`src/rtl/fetch_unit_if.sv`:
```
// fetch_unit_if: instruction fetch stage, producer side of the IF/ID interface.
//
// Issues in-order word requests to instruction memory, tags each returned word
// with its PC in a small FIFO, and presents the FIFO head to the IF/ID register.
// A redirect clears the FIFO and restarts fetch. Responses to requests issued
// before a redirect are discarded by counting them down in drop_count.
//
// Ports:
//   clk, rst_n                      clock, async active-low reset
//   stall                           IF/ID not capturing; hold the head entry
//   redirect_valid, redirect_pc     restart fetch at redirect_pc
//   imem_req, imem_addr, imem_ready request channel (accept = req && ready)
//   imem_rvalid, imem_rdata         in-order response channel
//   pc0_IF, pc4_IF, instruction_IF  presented slot
//   invalid_IF                      presented slot is a bubble (nop 0x13)
//   fetch_fault                     only with FETCH_MISALIGN_CHECK_EN defined:
//                                   set by a redirect to a misaligned PC
//
// Optional feature macro: FETCH_MISALIGN_CHECK_EN. When undefined, the low
// two bits of redirect_pc are ignored.

module fetch_unit_if #(
  parameter logic [31:0] RESET_PC   = 32'h0000_0000,
  parameter int          FIFO_DEPTH = 2
) (
  input  logic        clk,
  input  logic        rst_n,
  input  logic        stall,
  input  logic        redirect_valid,
  input  logic [31:0] redirect_pc,
  output logic        imem_req,
  output logic [31:0] imem_addr,
  input  logic        imem_ready,
  input  logic        imem_rvalid,
  input  logic [31:0] imem_rdata,
  output logic [31:0] pc0_IF,
  output logic [31:0] pc4_IF,
  output logic [31:0] instruction_IF,
  output logic        invalid_IF
`ifdef FETCH_MISALIGN_CHECK_EN
  ,
  output logic        fetch_fault
`endif
);

  localparam int PW = (FIFO_DEPTH > 1) ? $clog2(FIFO_DEPTH) : 1;
  localparam int CW = $clog2(FIFO_DEPTH) + 1;

  logic [31:0]   fetch_pc;
  logic [31:0]   resp_pc;
  logic [CW-1:0] count;
  logic [CW-1:0] outstanding;
  logic [CW-1:0] drop_count;
  logic [PW-1:0] rd_ptr;
  logic [PW-1:0] wr_ptr;
  logic [31:0]   pc_mem   [FIFO_DEPTH];
  logic [31:0]   word_mem [FIFO_DEPTH];

  logic [CW+1:0] credit_used;
  logic [31:0]   redirect_tgt;
  logic          fault_block;
  logic          accept;
  logic          resp_keep;
  logic          resp_drop;
  logic          push;
  logic          pop;
  logic          head_valid;

  assign redirect_tgt = {redirect_pc[31:2], 2'b00};

`ifdef FETCH_MISALIGN_CHECK_EN
  assign fault_block = fetch_fault;
`else
  logic unused_redirect_lsb;
  assign unused_redirect_lsb = ^redirect_pc[1:0];
  assign fault_block = 1'b0;
`endif

  // Words dropped after a redirect still occupy credit until they return, so
  // the sum of all three counters never exceeds FIFO_DEPTH.
  assign credit_used = (CW+2)'(count) + (CW+2)'(outstanding) + (CW+2)'(drop_count);

  assign imem_req  = rst_n && !redirect_valid && !fault_block &&
                     (credit_used < (CW+2)'(FIFO_DEPTH));
  assign imem_addr = fetch_pc;
  assign accept    = imem_req && imem_ready;

  assign resp_keep = imem_rvalid && (drop_count == '0);
  assign resp_drop = imem_rvalid && (drop_count != '0);
  assign push      = resp_keep && !redirect_valid;

  assign head_valid     = (count != '0);
  assign invalid_IF     = !head_valid || redirect_valid;
  assign pop            = !stall && !invalid_IF;
  assign pc0_IF         = head_valid ? pc_mem[rd_ptr] : 32'h0;
  assign pc4_IF         = head_valid ? pc_mem[rd_ptr] + 32'd4 : 32'h0;
  assign instruction_IF = invalid_IF ? 32'h0000_0013 : word_mem[rd_ptr];

  always_ff @(posedge clk or negedge rst_n) begin
    if (!rst_n) begin
      fetch_pc    <= RESET_PC;
      resp_pc     <= RESET_PC;
      count       <= '0;
      outstanding <= '0;
      drop_count  <= '0;
      rd_ptr      <= '0;
      wr_ptr      <= '0;
`ifdef FETCH_MISALIGN_CHECK_EN
      fetch_fault <= 1'b0;
`endif
    end else if (redirect_valid) begin
      fetch_pc    <= redirect_tgt;
      resp_pc     <= redirect_tgt;
      count       <= '0;
      rd_ptr      <= '0;
      wr_ptr      <= '0;
      outstanding <= '0;
      // A response landing in the redirect cycle belongs to the old stream,
      // so it retires one of the words that would otherwise need dropping.
      drop_count  <= drop_count + outstanding - CW'(imem_rvalid);
`ifdef FETCH_MISALIGN_CHECK_EN
      fetch_fault <= |redirect_pc[1:0];
`endif
    end else begin
      if (accept) fetch_pc <= fetch_pc + 32'd4;
      if (push) begin
        resp_pc <= resp_pc + 32'd4;
        wr_ptr  <= wr_ptr + PW'(1);
      end
      if (pop) rd_ptr <= rd_ptr + PW'(1);
      count       <= count + CW'(push) - CW'(pop);
      outstanding <= outstanding + CW'(accept) - CW'(resp_keep);
      if (resp_drop) drop_count <= drop_count - CW'(1);
    end
  end

  always_ff @(posedge clk) begin
    if (push) begin
      pc_mem[wr_ptr]   <= resp_pc;
      word_mem[wr_ptr] <= imem_rdata;
    end
  end

  a_no_overflow: assert property (@(posedge clk) disable iff (!rst_n)
    !(push && (count == CW'(FIFO_DEPTH))));

endmodule

```
`config.mk`:
```
export PLATFORM = sky130hd
export DESIGN_NAME = fetch_unit_if
export DESIGN_NICKNAME = d
export VERILOG_FILES = /design/src/rtl/fetch_unit_if.sv
export SDC_FILE = /design/constraint.sdc
export NUM_CORES = 1
export LEC_CHECK = 0
export ABC_AREA = 1
export CORE_MARGIN = 3
export CORE_UTILIZATION = 34
export DETAILED_ROUTE_END_ITERATION = 8
export GPL_ROUTABILITY_DRIVEN = 0
export SETUP_SLACK_MARGIN = 0.02
export SLEW_MARGIN = 10
export SYNTH_ARGS = -nofsm -noshare
export SYNTH_HDL_FRONTEND = slang
export SYNTH_SLANG_ARGS = --single-unit
```
`constraint.sdc`:
```
create_clock -name clk -period 6.2 [get_ports clk]
set_clock_uncertainty 0.2 [all_clocks]
set_input_delay 0.62 -clock clk [delete_from_list [all_inputs] [get_ports clk]]
set_output_delay 0.62 -clock clk [all_outputs]
set_load 0.02 [all_outputs]
```
==> results of run 1 <==
kinds of logic (layout without fill, tap and decap cells):
logic type,Yosys count,after routing,share of synthesized area
AO/OA/AOI/OAI,103,103,0.0549
XOR/XNOR,28,28,0.0233
adder cells (fa/ha/maj),13,13,0.0162
buffers and inverters,210,399,0.0815
flip-flops,192,192,0.516
other,1,6,0.000357
AND/OR/NAND/NOR,792,792,0.308
per-layer routing:
layer	GRT usage	share of wire	vias to the layer above
met5	0	0	-
met4	0.0460	0.015	0
met3	0.0353	0.068	24
met2	0.253	0.44	291
met1	0.242	0.48	4114
li1	-	-	4604
synth_stat cells:
master / instances
a21boi_0: 1
a21o_1: 2
a21oi_1: 31
a31oi_1: 2
and2_1: 2
and3_1: 1
buf_1: 1
buf_2: 4
buf_4: 9
buf_6: 4
clkbuf_1: 25
clkinv_1: 3
conb_1: 1
dfrtp_1: 68
edfxtp_1: 124
fa_1: 1
ha_1: 12
inv_1: 161
inv_2: 3
nand2_1: 512
nand2_2: 6
nand3_1: 86
nand3_2: 3
nand3b_1: 5
nand4_1: 9
nor2_1: 139
nor2_2: 9
nor2_4: 3
nor3_1: 14
o211ai_1: 12
o21ai_0: 44
o21ai_1: 4
o21bai_1: 4
o221ai_1: 3
or2_2: 3
xnor2_1: 10
xor2_1: 18
worst max-delay path: cells and delay by family, from the launching register on:
kind            cells  cell delay (ns)
fa+ha+maj           1             0.16
buf+inv             4             1.25
flops               1             0.76
compound gates      1             0.25
simple gates        7             0.92
how the worst min path moves through the flow:
| stage | from | endpoint | slack, ns | cells after the start |
|---|---|---|---|---|
| 6_report | rst_n | imem_addr[29] | 0.002 | 1 |
| 5_1_grt | rst_n | imem_addr[29] | 0.02 | 1 |
| 4_1_cts | rst_n | imem_addr[29] | 0.002 | 1 |
| 3_5_place_dp | imem_addr[31] | imem_addr[31] | 0.35 | 2 |
| 3_3_place_gp | imem_addr[31] | imem_addr[31] | 0.33 | 2 |
| 2_1_floorplan | rst_n | count[0] | 0.12 | 0 |
registers in the layout, summed over array words and instances (netlist names):
| signal | count |
|---|---|
| count | 2 |
| word_mem | 64 |
| outstanding | 2 |
| resp_pc | 30 |
| wr_ptr | 1 |
| drop_count | 2 |
| pc_mem | 60 |
| imem_addr | 30 |
| rd_ptr | 1 |
where the power goes:
group | total [uW] | switching [uW] | internal (uW)
registers | 1740 | 195 | 1550
logic | 1470 | 899 | 570
clock network | 1140 | 520 | 616
cell type report:
class                   instances  area (um2)  area share
well taps                     390         488      0.0364
clock buffers                  17         425      0.0317
repair buffers                200        1990       0.148
multi-input cells             942        4270       0.318
inverters                     167         627      0.0467
flip-flops and latches        192        5430       0.405
clock inverters                15         188      0.0140
per-stage QoR:
stage               setup slack, ns  instance area [um2]  power (uW)  std cells
floorplan                      1.78                10500        2630       1344
global placement               1.79                12800        3210       1891
detailed placement             1.74                12800        3240       1891
CTS                            1.54                13400        4390       1923
global route                   1.21                13400        4620       1923
finish                         1.59                13400        4350       1923
==> summary.txt, run 1 <==
initial antenna violation count -> 0
Setup crit end kind -> output pin
Synth area leaders -> edfxtp_1, nand2_1, dfrtp_1
FF+latch count, synth -> 192
initial core utilization -> 0.350
clock sink total -> 192
crit start category -> flop
Max IR drop VDD -> 0.000168 V
port bufs -> 191
YS warnings -> 0
Worst Setup Path Type -> flop to output pin
Clk Latency, worst-skew pair -> 0.43 ns
share of post-route cells with drive strength above 1 -> 0.0483
Reg2Reg Setup Slack -> 2.26 ns
row cnt -> 63
DR vias/cell -> 4.70
CTS H-tree depth -> 4
Worst R2R End -> pc_mem[0][17]
critical-path cell list -> buf_4, o21ai_1, inv_1, ha_1, nand2_1, nor2_2, nand3_1, nor2_2, nand2_1, nand2_1, nand2_1, inv_1, clkdlybuf4s50_1
post-synthesis cell type count -> 37
status -> finished clean
Die ar. -> 0.0331 mm2
CP arrival -> 3.79 ns
# IOs -> 200
CP startpoint -> rd_ptr
Mapped Cells -> 1339
drt total wl -> 28300 um
Worst Setup EP -> pc4_IF[28]
largest net degree at the start of global routing -> 53
minimum clock period -> 4.61 ns
most frequent cells in the layout -> nand2_1, clkdlybuf4s50_1, inv_1
Hold-fix buffers, CTS -> 0
CP max FO -> 37
vias in the first global route -> 8352
Residual DRC -> 0
post-CTS resize count -> 0
Inserted Clock Buffers -> 17
CTS root buffer -> clkbuf_16
unrepaired setup endpoints after global routing -> false
Critical R2R Launch -> drop_count[1]
Fin. Hold Viols -> 0
WL per Instance -> 14.7 um
area share of the largest cell type after synthesis -> 0.354
post-synth top area cell -> edfxtp_1
max-cap violations -> 0
commonest non-fill, non-tap cell in the layout -> nand2_1
Final period util -> 0.744
f_max -> 0.217 GHz
DR pass1 iterations -> 5
ant diodes -> 0
P_leak -> 0.00583 uW
Tightest Hold Check Type -> primary input to asynchronous set/reset pin
setup tns final -> 0 ns
GR Overflow Total -> 0
Crit path largest cell delay -> 0.76 ns
CORE AREA -> 0.0300 mm2
clock buffer depth -> 2
Seq/Total Area, Yosys -> 0.516
Setup Fix Bufs, Post-CTS -> 0
DP HPWL -> 20600 um
Mean Syn Cell Area -> 7.85 um2
vias after detailed routing -> 9033
Slowest-stage cell, CP -> dfrtp_2
most used cell, CP -> nand2_1
Final Net Count -> 1603
Worst Reg-to-Reg Cells -> 7
pwr dens -> 324 mW/mm2
hold slack -> 0.00244 ns
Die Y -> 182 um
Slew @ Worst Pin -> 1.01 ns
layout filler cell count -> 2929
synthesized cell area -> 0.0105 mm2
number of max-slew violations in the final report -> 0
Layout area overhead -> 27.6%
total track usage -> 0.167
number of antenna-violating nets in the routed design -> 0
Slew Limit Headroom -> 0.324
first-pass GRT wire length -> 44400 um
CP required -> 5.38 ns
Final Core Density -> 0.446
clk slew on worst S/H paths -> 0.08 ns
# setup viols final -> 0
CTS tree -> done
die width -> 182 um
Initial DRC Count -> 585
Note: power is estimated with default switching activity, not from simulation.
==> inputs of run 2 (changes only) <==
clock period = 4.5 ns   (was 6.2 ns; I/O delays follow)
==> summary.txt, run 2 (synthesis gave the netlist of run 1 again) <==
clk slew on worst S/H paths -> 0.07 ns (about the same)
vias in the first global route -> 8290 (-0.74%)
most frequent cells in the layout -> nand2_1, clkdlybuf4s50_1, inv_1
Final Core Density -> 0.449 (+0.00250)
CP max FO -> 31 (-16%)
GR Overflow Total -> 0 (unchanged)
Setup Fix Bufs, Post-CTS -> 0 (unchanged)
post-CTS resize count -> 0 (unchanged)
largest net degree at the start of global routing -> 63 (+19%)
CTS H-tree depth -> 4 (unchanged)
DP HPWL -> 20600 um (+0.18%)
DR pass1 iterations -> 5 (unchanged)
DR vias/cell -> 4.66 (-0.78%)
drt total wl -> 28300 um (-0.12%)
Residual DRC -> 0 (unchanged)
number of antenna-violating nets in the routed design -> 0 (unchanged)
Worst Setup Path Type -> flop to output pin
commonest non-fill, non-tap cell in the layout -> nand2_1
port bufs -> 191 (unchanged)
Initial DRC Count -> 548 (-6.3%)
Final Net Count -> 1611 (+0.50%)
minimum clock period -> 3.87 ns
max FFs per register -> 64 (unchanged)
Setup crit end kind -> output pin
total track usage -> 0.167 (+0.000248)
Die Y -> 182 um (unchanged)
WL per Instance -> 14.7 um (-0.53%)
Inserted Clock Buffers -> 17 (unchanged)
Die ar. -> 0.0331 mm2 (unchanged)
Critical R2R Launch -> count[1]
Final period util -> 0.859
hold slack -> 0.376 ns (+0.373 ns)
max-cap violations -> 0 (unchanged)
Worst Reg-to-Reg Cells -> 11 (+4)
worst hold stages -> 2
CP required -> 3.85 ns (-1.53 ns)
CORE AREA -> 0.0300 mm2 (unchanged)
placed inst area -> 0.0129 mm2 (+0.51%)
clock buffer depth -> 2 (unchanged)
Clk Latency, worst-skew pair -> 0.43 ns (about the same)
Worst Min Path Start -> imem_addr[31]
Slew @ Worst Pin -> 0.836 ns (-0.175 ns)
hold endpoint -> imem_addr[31]
CP arrival -> 3.22 ns (-0.57 ns)
crit start category -> flop
f_max -> 0.259 GHz
pwr dens -> 446 mW/mm2 (+38%)
Worst R2R End -> imem_addr[10]
Max IR drop VDD -> 0.000236 V (+41%)
CTS root buffer -> clkbuf_16
row cnt -> 63 (unchanged)
setup tns final -> 0 ns (unchanged)
# setup viols final -> 0 (unchanged)
unrepaired setup endpoints after global routing -> false
initial antenna violation count -> 0 (unchanged)
Tightest Hold Check Type -> flop to flop
CTS tree -> done
# IOs -> 200 (unchanged)
placed insts -> 1898 (+0.37%)
P_leak -> 0.00587 uW (+0.82%)
vias after detailed routing -> 9000 (-0.37%)
Fin. Hold Viols -> 0 (unchanged)
ant diodes -> 0 (unchanged)
initial core utilization -> 0.350 (unchanged)
clock sink total -> 192 (unchanged)
die width -> 182 um (unchanged)
top flop regs -> word_mem x64, pc_mem x60
Slew Limit Headroom -> 0.442 (+0.118)
Layout area overhead -> 28.3%
status -> finished clean
first-pass GRT wire length -> 44500 um (+0.33%)
cell area after layout -> 0.0135 mm2 (+0.56%)
number of max-slew violations in the final report -> 0 (unchanged)
largest register by flop count -> word_mem
share of post-route cells with drive strength above 1 -> 0.0526 (+0.00429)
Reg2Reg Setup Slack -> 1.30 ns (-0.96 ns)
Non-Filler Instances -> 1931 (+0.42%)
run 2: changes by cell type in the layout (fill, tap and decap cells not counted):
cell,change
buf_4,+6
buf_12,+1
clkinv_2,+1
clkinv_4,-1
clkinvlp_4,-1
dlygate4sd3_1,+1
inv_8,+1
run 2: per-layer routing:
layer	vias to the layer above	global-route usage	wire length, um
li1	4611	-	-
met1	4118	0.246	13700
met4	0	0.0326	261
met2	255	0.260	12600
met5	-	0	0
met3	16	0.0302	1670
run 2: how the worst max path moves through the flow:
stage                  startpoint             to  cells past startpoint
finish                     rd_ptr     pc4_IF[28]                     13
global route               rd_ptr     pc4_IF[28]                     13
CTS                        rd_ptr     pc4_IF[28]                     13
detailed placement         rd_ptr     pc4_IF[28]                     13
global placement           rd_ptr     pc4_IF[28]                     13
floorplan           drop_count[1]  pc_mem[0][10]                      6
run 2: metrics by stage:
step,total power (uW),worst slack [ns]
after floorplan,3630,0.170
after global placement,4450,1.05
after detailed placement,4490,1.03
after CTS,6070,0.562
after global routing,6400,0.297
final,6020,0.633
run 2: critical path, stage by stage, from the launching register on:
cell and delay [ns]:
dfrtp_2 0.42, inv_2 0.42, nand2_1 0.15, nand2_1 0.13, ha_1 0.17, nand2_1 0.08, nor2_2 0.22, nand3_1 0.18
nor2_2 0.20, nand2_1 0.07, nand2_1 0.06, nand2_1 0.06, inv_1 0.05, clkdlybuf4s50_1 0.59
run 2: cell type report:
| cell class | instances | area (um2) |
|---|---|---|
| well taps | 390 | 488 |
| multi-input cells | 942 | 4270 |
| repair buffers | 208 | 2060 |
| inverters | 167 | 627 |
| fillers | 2978 | 16500 |
| clock buffers | 17 | 425 |
| flip-flops and latches | 192 | 5430 |
| clock inverters | 15 | 188 |
run 2: power by group:
group	internal, uW	total (uW)	leakage (uW)	switching, uW
logic	805	2070	0.00362	1260
clock network	851	1570	0.000304	716
registers	2130	2380	0.00195	253
run 2: repair_timing:
action | 4_1_cts | 5_1_grt
hold buffers | 1 | 0
endpoints found under the hold margin | 31 | 0
endpoints found under the setup margin | 0 | 0
